===== config.mk =====
export PLATFORM = sky130hd
export DESIGN_NAME = load_store_unit
export DESIGN_NICKNAME = d
export VERILOG_FILES = /design/src/rtl/rv32i_pkg.sv /design/src/rtl/lsu_align.sv /design/src/rtl/load_store_unit.sv
export SDC_FILE = /design/constraint.sdc
export NUM_CORES = 1
export LEC_CHECK = 0
export CAP_MARGIN = 10
export CORE_UTILIZATION = 45
export DETAILED_ROUTE_END_ITERATION = 16
export HOLD_SLACK_MARGIN = 0.15
export PLACE_DENSITY = 0.81
export RECOVER_POWER = 25
export SLEW_MARGIN = 20
export SYNTH_ARGS = -nofsm -noshare
export SYNTH_HDL_FRONTEND = slang
export SYNTH_HIERARCHICAL = 1
export SYNTH_SLANG_ARGS = --single-unit

===== constraint.sdc =====
create_clock -name clk -period 2 [get_ports clk]
set_input_delay 0.5 -clock clk [delete_from_list [all_inputs] [get_ports clk]]
set_output_delay 0.5 -clock clk [all_outputs]
set_load 0.005 [all_outputs]

===== src/rtl/rv32i_pkg.sv =====
// Shared RV32I load/store definitions: funct3 encodings, LSU FSM state
// encoding and small decode helpers used by the load/store unit.
package rv32i_pkg;

    // Load funct3 encodings
    localparam logic [2:0] F3_LB  = 3'd0;
    localparam logic [2:0] F3_LH  = 3'd1;
    localparam logic [2:0] F3_LW  = 3'd2;
    localparam logic [2:0] F3_LBU = 3'd4;
    localparam logic [2:0] F3_LHU = 3'd5;

    // Store funct3 encodings
    localparam logic [2:0] F3_SB  = 3'd0;
    localparam logic [2:0] F3_SH  = 3'd1;
    localparam logic [2:0] F3_SW  = 3'd2;

    // LSU control FSM states
    typedef enum logic [1:0] {
        ST_IDLE = 2'd0,
        ST_BUS  = 2'd1,
        ST_RESP = 2'd2
    } lsu_state_t;

    // True when funct3 names a real load (write=0) or store (write=1).
    function automatic logic f3_legal(input logic write, input logic [2:0] f3);
        logic ok;
        if (write) begin
            ok = (f3 == F3_SB) || (f3 == F3_SH) || (f3 == F3_SW);
        end else begin
            ok = (f3 == F3_LB) || (f3 == F3_LH) || (f3 == F3_LW) ||
                 (f3 == F3_LBU) || (f3 == F3_LHU);
        end
        return ok;
    endfunction

    // True when a halfword is on an odd address or a word is not 4-aligned.
    function automatic logic f3_misaligned(input logic [2:0] f3, input logic [1:0] addr_lo);
        logic mis;
        case (f3[1:0])
            2'b01:   mis = addr_lo[0];
            2'b10:   mis = (addr_lo != 2'b00);
            default: mis = 1'b0;
        endcase
        return mis;
    endfunction

endpackage


===== src/rtl/lsu_align.sv =====
// Combinational lane steering for the LSU: byte enables from size and
// address, store data replication, and load lane select with sign/zero
// extension.
module lsu_align
    import rv32i_pkg::*;
(
    input  logic [2:0]  i_funct3,
    input  logic [1:0]  i_addr_lo,
    input  logic [31:0] i_wdata,
    input  logic [31:0] i_rdata,
    output logic [3:0]  o_be,
    output logic [31:0] o_wdata,
    output logic [31:0] o_rdata
);

    logic [7:0]  w_byte;
    logic [15:0] w_half;
    logic        w_unsigned;

    // Pick the addressed byte/halfword out of the read word.
    always_comb begin
        case (i_addr_lo)
            2'd0:    w_byte = i_rdata[7:0];
            2'd1:    w_byte = i_rdata[15:8];
            2'd2:    w_byte = i_rdata[23:16];
            default: w_byte = i_rdata[31:24];
        endcase
        w_half     = i_addr_lo[1] ? i_rdata[31:16] : i_rdata[15:0];
        w_unsigned = (i_funct3 == F3_LBU) || (i_funct3 == F3_LHU);
    end

    // Size decode: lane enables, replicated store data, extended load data.
    // Loads and stores share funct3[1:0] size codes, so one decode serves both.
    always_comb begin
        o_be    = 4'b0000;
        o_wdata = 32'd0;
        o_rdata = 32'd0;
        case (i_funct3)
            F3_LB, F3_LBU: begin
                o_be    = 4'b0001 << i_addr_lo;
                o_wdata = {4{i_wdata[7:0]}};
                o_rdata = w_unsigned ? {24'd0, w_byte} : {{24{w_byte[7]}}, w_byte};
            end
            F3_LH, F3_LHU: begin
                o_be    = i_addr_lo[1] ? 4'b1100 : 4'b0011;
                o_wdata = {2{i_wdata[15:0]}};
                o_rdata = w_unsigned ? {16'd0, w_half} : {{16{w_half[15]}}, w_half};
            end
            default: begin
                o_be    = 4'b1111;
                o_wdata = i_wdata;
                o_rdata = i_rdata;
            end
        endcase
    end

endmodule


===== src/rtl/load_store_unit.sv =====
// RV32I load/store unit: accepts one CPU request at a time, runs a single
// memory transfer with an ack timeout, and returns one response pulse.
// Optional feature macro: LSU_MISALIGN_TRAP_EN -- when defined, misaligned
// halfword/word requests are answered with an error and never reach memory.
//
// Handshakes: a CPU request transfers on any cycle with req_valid && req_ready
// (req_ready is high only in IDLE); the memory side holds mem_req and all
// mem_* fields stable until a cycle with mem_ack; resp_valid is a one-cycle
// pulse with no backpressure.
module load_store_unit
    import rv32i_pkg::*;
#(
    parameter int ACK_TIMEOUT = 16
) (
    input  logic        clk,
    input  logic        reset,
    input  logic        req_valid,
    input  logic        req_write,
    input  logic [2:0]  req_funct3,
    input  logic [31:0] req_addr,
    input  logic [31:0] req_wdata,
    output logic        req_ready,
    output logic        resp_valid,
    output logic [31:0] resp_rdata,
    output logic        resp_err,
    output logic        mem_req,
    output logic        mem_we,
    output logic [3:0]  mem_be,
    output logic [31:0] mem_addr,
    output logic [31:0] mem_wdata,
    input  logic        mem_ack,
    input  logic [31:0] mem_rdata,
    output lsu_state_t  dbg_state
);

    localparam int CW = $clog2(ACK_TIMEOUT + 1);

    lsu_state_t    r_state;
    lsu_state_t    w_state_nxt;
    logic [CW-1:0] r_cnt;
    logic          r_we;
    logic [2:0]    r_f3;
    logic [31:0]   r_addr;
    logic [31:0]   r_wdata;
    logic          r_resp_err;
    logic [31:0]   r_resp_rdata;

    logic          w_accept;
    logic          w_misalign;
    logic          w_trap;
    logic          w_timeout;
    logic          w_in_bus;
    logic [3:0]    w_be;
    logic [31:0]   w_wdata_rep;
    logic [31:0]   w_rdata_ext;

`ifdef LSU_MISALIGN_TRAP_EN
    assign w_misalign = f3_misaligned(req_funct3, req_addr[1:0]);
`else
    assign w_misalign = 1'b0;
`endif

    // Requests that must not reach memory go straight to an error response.
    assign w_trap    = !f3_legal(req_write, req_funct3) || w_misalign;
    assign w_timeout = (r_cnt == CW'(ACK_TIMEOUT - 1));
    assign w_in_bus  = (r_state == ST_BUS);

    lsu_align u_align (
        .i_funct3  (r_f3),
        .i_addr_lo (r_addr[1:0]),
        .i_wdata   (r_wdata),
        .i_rdata   (mem_rdata),
        .o_be      (w_be),
        .o_wdata   (w_wdata_rep),
        .o_rdata   (w_rdata_ext)
    );

    // Next-state decode; the final BUS cycle is either the ack or the timeout.
    always_comb begin
        w_state_nxt = r_state;
        w_accept    = 1'b0;
        case (r_state)
            ST_IDLE: begin
                if (req_valid) begin
                    w_accept    = 1'b1;
                    w_state_nxt = w_trap ? ST_RESP : ST_BUS;
                end
            end
            ST_BUS: begin
                if (mem_ack || w_timeout) begin
                    w_state_nxt = ST_RESP;
                end
            end
            ST_RESP: w_state_nxt = ST_IDLE;
            default: w_state_nxt = ST_IDLE;
        endcase
    end

    // State register; reset wins over any request or ack in the same cycle.
    always_ff @(posedge clk) begin
        if (reset) begin
            r_state <= ST_IDLE;
        end else begin
            r_state <= w_state_nxt;
        end
    end

    // Request latch, wait counter and response capture.
    always_ff @(posedge clk) begin
        if (reset) begin
            r_cnt        <= '0;
            r_we         <= 1'b0;
            r_f3         <= 3'd0;
            r_addr       <= 32'd0;
            r_wdata      <= 32'd0;
            r_resp_err   <= 1'b0;
            r_resp_rdata <= 32'd0;
        end else begin
            case (r_state)
                ST_IDLE: begin
                    r_cnt <= '0;
                    if (w_accept) begin
                        r_we         <= req_write;
                        r_f3         <= req_funct3;
                        r_addr       <= req_addr;
                        r_wdata      <= req_wdata;
                        r_resp_err   <= w_trap;
                        r_resp_rdata <= 32'd0;
                    end
                end
                ST_BUS: begin
                    if (mem_ack) begin
                        r_resp_err   <= 1'b0;
                        r_resp_rdata <= r_we ? 32'd0 : w_rdata_ext;
                    end else if (w_timeout) begin
                        r_resp_err   <= 1'b1;
                        r_resp_rdata <= 32'd0;
                    end else begin
                        r_cnt <= r_cnt + 1'b1;
                    end
                end
                default: begin
                    r_cnt <= '0;
                end
            endcase
        end
    end

    // Memory fields are only presented during BUS so they read as zero otherwise.
    assign req_ready  = (r_state == ST_IDLE);
    assign mem_req    = w_in_bus;
    assign mem_we     = w_in_bus & r_we;
    assign mem_be     = w_in_bus ? w_be : 4'b0000;
    assign mem_addr   = w_in_bus ? {r_addr[31:2], 2'b00} : 32'd0;
    assign mem_wdata  = w_in_bus ? w_wdata_rep : 32'd0;
    assign resp_valid = (r_state == ST_RESP);
    assign resp_err   = (r_state == ST_RESP) & r_resp_err;
    assign resp_rdata = (r_state == ST_RESP) ? r_resp_rdata : 32'd0;
    assign dbg_state  = r_state;

endmodule


==> flow_summary.toml <==
[outcome]
status = "finished with violations"
violations = "setup timing"

[sta]
finalCritPeriodShare = 1.11
slew_violations = 0
setup_ws_ns = -0.228
tightest_slew_ns = 0.724
relSlewSlack = 0.517
fin_crit_ns = 2.23
hold_viol_final = 0
skew_ns = 0.00412
finalSetupViolations = 76
grt_setup_unrepaired = "yes"
whs_ns = 0.449
setup_tns_ns = -5.11
fmax_mhz = 449

[grt]
grt_pass1_wl_um = 28100
grt.busiest_layer = "met2"
gr-total-overflow = 0
use_met1 = 0.322
grt_use_met2 = 0.473
grt_pass1_vias = 5790
grt_usage = 0.272
antenna_found_initial = 0
grt_max_degree = 65
met3_usage = 0.0606

[synthesis]
async_reset_ff_frac = 0
synth_edf_count = 0
post_synth_num_cell_types = 50
synthCells = 703
synth.area.top_cells = "dfxtp_1 38%, and2_1 11%, nand2_1 10%, a21oi_1 8.2%, a22o_1 4.9%"
synth_top_area_cell = "dfxtp_1"
ys_seq_area_frac = 0.376
ys.flop_type = "dfxtp_1"
mappedNetlistArea_um2 = 5750
postSynthAreaPerCell_um2 = 8.18
synth_top_area_frac = 0.376
synth_seq_cells = 108
yosysWarnings = 6

[critical_path]
crit_fanout = 7
path_class = "register to output port"
cp.arrival_ns = 1.73
cpPeakStageDelay_ns = 0.39
critical_path.top_delay_family = "buffers and inverters"
crit_buf_inv = 5
cp_cell_sequence = "buf_6 > buf_6 > buf_6 > buf_6 > mux2_4 > and2_4 > buf_6"
critPathLaunchType = "register"
worstSetupEndpointType = "output port"
cpMostUsedCell = "buf_6"
cp.required_ns = 1.50
critPathSlowestCell = "dfxtp_4"

[drt]
drtAntennaViolNets = 0
first_pass_iters = 5
drc = 0
drtIter0Drc = 427
wl_per_cell_um = 17.8
viasPerCell = 5.55
routed_wl_um = 19900
num_vias = 6202

[clock_network]
clk_pin_slew_worst_paths_ns = 0.07
cts_max_level = 3
cts-root-buf = "clkbuf_16"
cts_tree = "yes"
clock_path_buffers = 2
cts.sink_count = 108
clk_latency_ns = 0.35
holdBufCountCts = 0
cts_buffers = 9

[power]
power.leakage_nw = 4.61
peakVddDrop_v = 0.000446
p_per_area_nw_per_um2 = 619

[finish]
num_antenna_cells = 0
layout_commonest_cell = "nand2_1"
area_growth_pct = 60.3
final_cells = 1118
fin_nets = 1052
final_cell_mix = "158 x nand2_1, 103 x dfxtp_1, 102 x clkdlybuf4s50_1, 94 x a21oi_1, 70 x and2_1"
num-fill-cells = 870
layout-drive-gt1-share = 0.263
final_area_um2 = 9220

[place]
dp_worst_setup_slack_ns = -0.172
dpl_cell_area_um2 = 8110
globalplace.congestion = 0.875
dp_hpwl_um = 12500
io_buffers = 208
placed_cells = 1056

[die]
row_count = 40
core_area_um2 = 12200
die_area_um2 = 13200
start_util = 0.471
io-pin-count = 211
die_h_um = 115
die_w_um = 115

[job]
max-cap-violations = 0

[min_path]
hp-class = "register to register"
power breakdown:
part	total, mW	internal [mW]	switching (mW)
clock	1.92	1.13	0.792
combinational	1.44	0.775	0.668
sequential	2.35	2.26	0.0845
total	5.71	4.16	1.54
per-stage QoR:
step                      power (mW)   util
after detailed placement        3.56  0.664
after floorplan                 3.05      -
after CTS                       5.60  0.715
after global placement          3.53  0.664
final                           5.71  0.755
after global routing            5.92  0.755
path summary, 6_finish.rpt:
check | startpoint | endpoint | slack, ns | depth (start not counted)
worst max-delay path | r_f3[1] | mem_wdata[19] | -0.23 | 7
worst min-delay path | r_addr[28] | r_addr[28] | 0.45 | 2
worst max register to register | r_cnt[0] | r_resp_rdata[28] | 0.10 | 7
worst min register to register | r_addr[28] | r_addr[28] | 0.45 | 2
sequential cells by signal, summed over array words and instances (netlist names):
signal and count:
dbg_state 2, r_addr 32, r_cnt 5, r_f3 3
r_resp_err 1, r_resp_rdata 32, r_wdata 32, r_we 1
synthesized netlist by cell type, types with 3 or more instances:
cell type,number
clkbuf_1,32
mux2i_1,11
o21ai_0,3
o21bai_1,4
a22oi_1,3
inv_1,10
buf_2,14
a21oi_2,11
a221o_1,3
a22o_1,32
buf_6,9
mux2_1,17
mux4_2,4
dfxtp_1,108
nor2b_1,4
nand2_1,159
o21ai_1,8
nor2_1,11
a21oi_1,94
o22a_1,8
o221ai_2,3
and2_1,100
buf_4,15
o221ai_1,5
cell type report:
type / count / area [µm²] / area share
clock buffers: 11 / 243 / 0.0263
clock inverters: 4 / 73.8 / 0.00801
inverters: 11 / 41.3 / 0.00448
multi-input cells: 514 / 3340 / 0.362
flip-flops and latches: 108 / 2180 / 0.236
well taps: 168 / 210 / 0.0228
repair buffers: 302 / 3140 / 0.340
worst register-to-register path, delay by kind of cell (launching register included):
family	cells	cell delay [ns]
simple gates	2	0.24
buf+inv	1	0.18
flops	1	0.37
fa+ha+maj	2	0.46
compound gates	2	0.53
cells by family (layout without fill, tap and decap cells):
| group | Yosys count | count (layout) | synth area share |
|---|---|---|---|
| compound gates | 183 | 183 | 0.216 |
| buf+inv | 82 | 328 | 0.0781 |
| mux | 34 | 34 | 0.0733 |
| xor+xnor | 2 | 2 | 0.00305 |
| flops | 108 | 108 | 0.376 |
| simple gates | 291 | 291 | 0.248 |
| fa+ha+maj | 2 | 2 | 0.00435 |
| other cells | 1 | 2 | 0.000652 |
per-layer routing:
layer	wire length [µm]	vias to the layer above	part of all wire
li1	-	2852	-
met3	1510	64	0.076
met2	9910	319	0.50
met4	732	0	0.037
met1	7760	2967	0.39
met5	0	-	0
timing repair:
| item | 4_1_cts | 5_1_grt |
|---|---|---|
| resized for setup | 188 | 179 |
| gates cloned | 2 | 5 |
| hold endpoints to repair | 0 | 0 |
| buffers inserted | 20 | 30 |
| endpoints found under the setup margin | 103 | 134 |
| pin swaps | 10 | 8 |
(Power assumes the default switching activity.)
